### src/rtl/hazard_scoreboard.sv
// Decode-stage hazard unit: shift-register scoreboard of in-flight writes driving
// operand forwarding selects, load-use stall and a saturating stall counter.
module hazard_scoreboard #(
  parameter int NUM_STAGES     = 3,
  parameter int LOAD_STAGE     = 1,
  parameter int DATA_WIDTH     = 32,
  parameter int REG_ADDR_WIDTH = 5,
  parameter int SEL_WIDTH      = $clog2(NUM_STAGES+1)
) (
  input  logic                           clk,
  input  logic                           rst,
  input  logic                           id_valid,
  input  logic                           id_reg_write,
  input  logic                           id_mem_read,
  input  logic [REG_ADDR_WIDTH-1:0]      id_rd,
  input  logic [REG_ADDR_WIDTH-1:0]      id_rs1,
  input  logic [REG_ADDR_WIDTH-1:0]      id_rs2,
  input  logic                           id_uses_rs1,
  input  logic                           id_uses_rs2,
  input  logic                           flush,
  input  logic [NUM_STAGES*DATA_WIDTH-1:0] stage_data,
  input  logic [DATA_WIDTH-1:0]          rf_rs1,
  input  logic [DATA_WIDTH-1:0]          rf_rs2,
  output logic                           stall,
  output logic [SEL_WIDTH-1:0]           fwd_sel_rs1,
  output logic [SEL_WIDTH-1:0]           fwd_sel_rs2,
  output logic [DATA_WIDTH-1:0]          op_rs1,
  output logic [DATA_WIDTH-1:0]          op_rs2,
  output logic [15:0]                    stall_count
);

  logic [NUM_STAGES-1:0]     valid_q, valid_d, load_q, load_d;
  logic [REG_ADDR_WIDTH-1:0] rd_q [NUM_STAGES];
  logic [REG_ADDR_WIDTH-1:0] rd_d [NUM_STAGES];
  logic [15:0]               cnt_q, cnt_d;

  logic [REG_ADDR_WIDTH-1:0] src_rs  [2];
  logic [DATA_WIDTH-1:0]     src_rf  [2];
  logic [1:0]                src_use;
  logic [SEL_WIDTH-1:0]      sel     [2];
  logic [DATA_WIDTH-1:0]     op      [2];
  logic [1:0]                hz;
  logic [1:0]                found;
  logic                      capture;

  assign src_rs[0] = id_rs1;
  assign src_rs[1] = id_rs2;
  assign src_rf[0] = rf_rs1;
  assign src_rf[1] = rf_rs2;
  assign src_use   = {id_uses_rs2, id_uses_rs1};

  // Scan youngest first; the first hit decides, older entries for the same rd are shadowed.
  always_comb begin
    for (int s = 0; s < 2; s++) begin
      sel[s]   = '0;
      op[s]    = src_rf[s];
      hz[s]    = 1'b0;
      found[s] = 1'b0;
      for (int k = 0; k < NUM_STAGES; k++) begin
        if (!found[s] && src_use[s] && (src_rs[s] != '0) && valid_q[k] &&
            (rd_q[k] == src_rs[s])) begin
          found[s] = 1'b1;
          if (!load_q[k] || (k >= LOAD_STAGE)) begin
            sel[s] = SEL_WIDTH'(k + 1);
            op[s]  = stage_data[k*DATA_WIDTH +: DATA_WIDTH];
          end else begin
            hz[s] = 1'b1;
          end
        end
      end
    end
  end

  assign stall       = id_valid & (hz[0] | hz[1]);
  assign fwd_sel_rs1 = sel[0];
  assign fwd_sel_rs2 = sel[1];
  assign op_rs1      = op[0];
  assign op_rs2      = op[1];
  assign stall_count = cnt_q;

  assign capture = id_valid & id_reg_write & (id_rd != '0) & ~stall & ~flush;

  always_comb begin
    valid_d  = {valid_q[NUM_STAGES-2:0], capture};
    load_d   = {load_q[NUM_STAGES-2:0], capture & id_mem_read};
    rd_d[0]  = capture ? id_rd : '0;
    for (int k = 1; k < NUM_STAGES; k++) begin
      rd_d[k] = rd_q[k-1];
    end
    cnt_d = cnt_q;
    if (stall && (cnt_q != 16'hFFFF)) begin
      cnt_d = cnt_q + 16'd1;
    end
  end

  always_ff @(posedge clk or posedge rst) begin
    if (rst) begin
      valid_q <= '0;
      load_q  <= '0;
      cnt_q   <= '0;
      for (int k = 0; k < NUM_STAGES; k++) begin
        rd_q[k] <= '0;
      end
    end else begin
      valid_q <= valid_d;
      load_q  <= load_d;
      cnt_q   <= cnt_d;
      for (int k = 0; k < NUM_STAGES; k++) begin
        rd_q[k] <= rd_d[k];
      end
    end
  end

endmodule

### config.mk
export PLATFORM = sky130hd
export DESIGN_NAME = hazard_scoreboard
export DESIGN_NICKNAME = d
export VERILOG_FILES = /design/src/rtl/hazard_scoreboard.sv
export SDC_FILE = /design/constraint.sdc
export NUM_CORES = 1
export LEC_CHECK = 0
export CAP_MARGIN = 5
export CORE_MARGIN = 2
export CORE_UTILIZATION = 36
export CTS_BUF_LIST = sky130_fd_sc_hd__clkbuf_8
export CTS_CLUSTER_SIZE = 8
export DETAILED_ROUTE_END_ITERATION = 8
export GPL_TIMING_DRIVEN = 1
export PLACE_DENSITY = 0.83
export SLEW_MARGIN = 15
export SYNTH_ARGS = -nofsm -noshare
export SYNTH_HDL_FRONTEND = slang
export SYNTH_SLANG_ARGS = --single-unit
### constraint.sdc
create_clock -name clk -period 3.9 [get_ports clk]
set_input_delay 0.975 -clock clk [delete_from_list [all_inputs] [get_ports clk]]
set_output_delay 0.975 -clock clk [all_outputs]
set_load 0.01 [all_outputs]
# Word level (Yosys, flattened, before mapping)

Cells that the tools add are included.

Add/sub/neg operators: 1
Equality and inequality tests: 7
Multiplexer cells: 23
Bitwise logic cells: 9
Reduce and logical (&&, ||, !) cells: 30

Operators with widths:

| kind                  | number |
|---|---|
| $mux 32               | 8 |
| $eq 5x5->1            | 6 |
| $logic_and 1x1->1     | 23 |
| $add 16x1->16 const B | 1 |
| $ne 16x16->1 const B  | 1 |
| $reduce_bool 5->1     | 3 |
| $mux 2                | 6 |
| $mux 1                | 8 |
| $and 1x1->1           | 6 |
| $mux 5                | 1 |
| $logic_not 1->1       | 4 |
| $not 1->1             | 2 |
| $or 1x1->1            | 1 |

Flip-flop bits (word level): 35
Output and inout bits: 85

# Longest topological paths before layout

Depth in word-level cells: 17
Depth in mapped cells: 10

# Worst setup path before layout

Ideal clock, no wire load.

Path type: input -> output
Start point: input id_rs2[1]
End point: output op_rs2[10]
Arrival: 2515 ps
Data required time: 2925 ps
Setup slack: 410 ps
Cell stages on the path: 7
Buffers on the path: 2
Path through: or4_1 o21a_1 nor3b_1 buf_2 buf_6 mux2i_1 o22ai_1

Cells in the longest elaborated chain, start to end: 17
Elaborated cells on any way between the ends: 22
Those cells by class: 3 x eq/ne; 5 x mux; 14 x reduce/logical

RTL lines:

| item                           | RTL line | source |
|---|---|---|
| from (decl)                    | 17       | `input logic [REG_ADDR_WIDTH-1:0] id_rs2,` |
| $reduce_bool 5->1              | 60       | `if (!found[s] && src_use[s] && (src_rs[s] != '0) && valid_q[k] &&` |
| $logic_and 1x1->1 (3 in a row) | 60       |  |
| $mux 1                         | 60       |  |
| $logic_not 1->1                | 60       |  |
| $logic_and 1x1->1 (4 in a row) | 60       |  |
| $mux 1                         | 60       |  |
| $logic_not 1->1                | 60       |  |
| $logic_and 1x1->1 (4 in a row) | 60       |  |
| $mux 32 (*)                    | 60       |  |
| to (decl)                      | 28       | `output logic [DATA_WIDTH-1:0] op_rs2,` |

Every way passes the cells marked *; elsewhere a longest branch is shown, timed or not.

# Final worst setup path

Start point: input id_rs1[2]
End point: output op_rs1[17]

Cells in the longest elaborated chain, start to end: 17
Elaborated cells on any way between the ends: 22
Those cells by class: 3 x eq/ne; 5 x mux; 14 x reduce/logical

RTL lines:

| item                           | RTL line | source |
|---|---|---|
| from (decl)                    | 16       | `input logic [REG_ADDR_WIDTH-1:0] id_rs1,` |
| $reduce_bool 5->1              | 60       |  |
| $logic_and 1x1->1 (3 in a row) | 60       |  |
| $mux 1                         | 60       |  |
| $logic_not 1->1                | 60       |  |
| $logic_and 1x1->1 (4 in a row) | 60       |  |
| $mux 1                         | 60       |  |
| $logic_not 1->1                | 60       |  |
| $logic_and 1x1->1 (4 in a row) | 60       |  |
| $mux 32 (*)                    | 60       |  |
| to (decl)                      | 27       | `output logic [DATA_WIDTH-1:0] op_rs1,` |

Marked as above.

==> parameters.txt <==
Parameter                              Value

Finish
  Commonest non-fill, non-tap cell in the layout    sky130_fd_sc_hd__clkdlybuf4s50_1
  Ratio of cells with drive above 1 in the final layout    30.5%
  Multi-input logic area    0.00291 mm2
  Sequential standard cell area    876 um2
  Fill count    748
  Final Cell Area    0.00737 mm2
  Layout Nets    924
  Antenna diodes    0
  Leading cell types in the layout, fill and taps excluded    sky130_fd_sc_hd__clkdlybuf4s50_1, sky130_fd_sc_hd__buf_2, sky130_fd_sc_hd__buf_4, sky130_fd_sc_hd__dfrtp_1, sky130_fd_sc_hd__a22oi_1
  Relative area change from synthesis to final layout    95.8%

Place
  Final weighted congestion of routability-driven global placement    0.936
  Number of I/O port buffers    267
  Dpl ws    -0.795 ns
  DP Area    0.00688 mm2
  DP Wirelength    13800 um

Run
  Max_cap viols    0

Route
  Routed length per placed instance    21.9 um
  Detailed Route WL    19200 um
  Number of vias in the routed layout    around 5100
  Detailed-route vias per instance    5.79
  TritonRoute pass-1 iters    6
  Number of DRC violations after detailed routing    0
  Remaining antenna violation count    0
  Drt initial violations    371

Synthesis
  Share of synthesized flip-flops with an asynchronous set or reset    100%
  Count of flip-flops with a built-in enable after synthesis    0
  Number of different library cells in the post-synthesis netlist    46
  Syn Nets    604
  Synth warnings    0
  Cell Area, Synth    about 0.0038 mm2
  Synthesized area per cell    8.96 um2
  Top_reg_cell synth    sky130_fd_sc_hd__dfrtp_1
  #FFs+latches synth    35
  Gate Count Post-Synth    420
  Sequential share of the synthesized area    23.3%

Die
  Boundary pin count    268
  Horizontal die dimension    106 um
  Initial Util    36.8%
  Height of the die    106 um
  Placeable core area    0.0102 mm2
  Full die area    0.0113 mm2
  Row cnt    37

Setup path
  Max Fanout on Critical Path    5
  Setup CP Type    input port to output pin
  Endpoint type of the worst setup path    output pin
  Required arrival time at the worst endpoint    2.92 ns
  Cells on worst reg2reg path    10
  R2r setup slk    1.52 ns
  Data arrival time of the critical path    2.95 ns
  Startpoint kind of the worst setup timing path    input port
  Endpoint of the worst-slack reg-to-reg timing path    stall_count[9]
  Worst reg2reg startpoint    rd_d[5]

Clocking
  Clock Latency Late Sink    0.30 ns
  Max H-tree Level    2
  Clock transition at the register clock pins on the worst setup and hold paths after CTS    0.08 ns
  Clock Path Buffers    2
  TritonCTS buffer count    5
  CTS tree    done
  Clock sink total    35
  Clock Root Buffer    sky130_fd_sc_hd__clkbuf_8

STA
  Final-report max-slew violation count    0
  Hold violation count in the final report    0
  Clock tree skew after final layout    approximately 0.0077 ns
  Period minus WS final    about 4 ns
  Worst max-slew margin expressed relative to the limit    70.4%
  Final worst slack    -0.0223 ns
  Transition time of the tightest slew-check pin    0.443 ns
  Setup repair after global routing missed its margin    yes
  Max Clock Freq    255 MHz
  Setup violation total in the final timing report    1
  Final Cycle Share    101%

Pwr
  Maximum vdd ir drop    215 uV
  Total Power Consumption    0.00116 W
  Leakage component of the power    between 3 and 4 nW
  Cell Pwr Density    approximately 160 mW/mm2

GRT
  First-pass GRT wire length    28800 um
  Via count of the first global-routing pass    5225
  GRT Total Usage    32.4%
  Maximum number of pins on one net before global-route repair    36
  Global route total overflow    0
  Initial antenna violation count    0

Worst hold path
  Worst hold path depth    0
  Worst Hold Class    flip-flop to flip-flop
  Hold path startpoint    valid_q[1]
  Worst hold path endpoint    valid_q[2]

Outcome
  Violations in the final reports    setup timing
  Status    finished with violations
sequential cells by signal (all words and copies together) (netlist names):
register	cells
valid_q	3
rd_d	10
stall_count	16
load_q	1
rd_q	5
how the worst max path moves through the flow:
stage	to	from	slack, ns	cells past startpoint
2_1_floorplan	op_rs2[10]	id_rs2[1]	0.41	7
3_3_place_gp	op_rs1[31]	id_rs1[3]	-0.81	10
3_5_place_dp	op_rs1[31]	id_rs1[3]	-0.80	10
4_1_cts	op_rs1[28]	id_rs1[1]	-0.01	10
5_1_grt	op_rs2[24]	id_rs2[1]	-0.05	11
6_report	op_rs1[17]	id_rs1[2]	-0.02	11
through the flow:
step	hold WS (ns)	TNS, ns	cells	utilization (%)
5_1_grt	0.405	-0.169	877	72.0
3_3_place_gp	0.372	-42.51	834	67.2
3_5_place_dp	0.376	-41.83	834	67.2
6_report	0.398	-0.0223	877	72.0
2_1_floorplan	0.359	0	420	-
4_1_cts	0.393	-0.0130	872	71.6
cells by family (layout without fill, tap and decap cells):
group / after synthesis / after routing / share of synthesized area, %
compound gates: 168 / 168 / 30.4
xor+xnor: 45 / 45 / 10.5
fa+ha+maj: 1 / 1 / 0.333
buf+inv: 43 / 364 / 6.05
flops: 35 / 35 / 23.3
mux: 65 / 65 / 18.4
simple gates: 63 / 63 / 11.1
per-layer routing:
metal	vias to the layer above	GRT usage (%)	routed length (um)
li1	2272	-	-
met1	2403	36.2	6900
met2	326	57.0	9500
met3	77	8.03	1800
met4	0	16.1	1040
met5	-	0	0
power by group:
part / switching, W / internal (W) / total (W) / leakage (nW)
clock network: 0.000145 / 0.000194 / 0.000339 / 0.0587
registers: 0.00000686 / 0.000368 / 0.000375 / 0.484
logic: 0.000179 / 0.000272 / 0.000451 / 2.46
total: 0.000331 / 0.000834 / 0.00116 / 3.00
what timing repair did:
item	CTS	global route
cloned	7	1
hold buffers	0	0
endpoints found under the setup margin	69	59
buffers inserted	23	8
pin swaps	23	22
gates resized for setup	319	45
cell type report:
type / count / area share, %
tap: 136 / 2.31
timing repair buffer: 353 / 44.6
clock inverter: 3 / 0.645
clock buffer: 5 / 0.934
sequential: 35 / 11.9
multi-input combinational: 342 / 39.4
inverter: 3 / 0.153
synth_stat cells, types with 8 or more instances:
cell type,instances,share of area [%]
sky130_fd_sc_hd__buf_2,13,1.7
sky130_fd_sc_hd__and3_1,10,1.7
sky130_fd_sc_hd__nand4_1,9,1.5
sky130_fd_sc_hd__clkbuf_1,18,1.8
sky130_fd_sc_hd__o21ai_0,31,4.1
sky130_fd_sc_hd__xnor2_1,26,6.1
sky130_fd_sc_hd__mux2_1,20,6.0
sky130_fd_sc_hd__mux2i_1,33,8.8
sky130_fd_sc_hd__a22oi_1,33,6.6
sky130_fd_sc_hd__o22ai_1,33,5.5
sky130_fd_sc_hd__and2_1,8,1.3
sky130_fd_sc_hd__dfrtp_1,35,23
sky130_fd_sc_hd__o2bb2ai_1,31,7.2
sky130_fd_sc_hd__a21oi_1,32,4.3
sky130_fd_sc_hd__mux2_2,12,3.6
sky130_fd_sc_hd__nand2_1,8,0.80
sky130_fd_sc_hd__xor2_1,19,4.4
worst max-delay path: stages:
cell,delay [ns]
sky130_fd_sc_hd__buf_2,0.12
sky130_fd_sc_hd__or4_4,0.56
sky130_fd_sc_hd__buf_6,0.13
sky130_fd_sc_hd__o21a_4,0.18
sky130_fd_sc_hd__a21boi_4,0.17
sky130_fd_sc_hd__nand3b_4,0.15
sky130_fd_sc_hd__buf_12,0.13
sky130_fd_sc_hd__buf_16,0.11
sky130_fd_sc_hd__o21ai_0,0.09
sky130_fd_sc_hd__o2bb2ai_1,0.16
sky130_fd_sc_hd__buf_2,0.17
No activity file was read; power rests on OpenSTA's default activity.
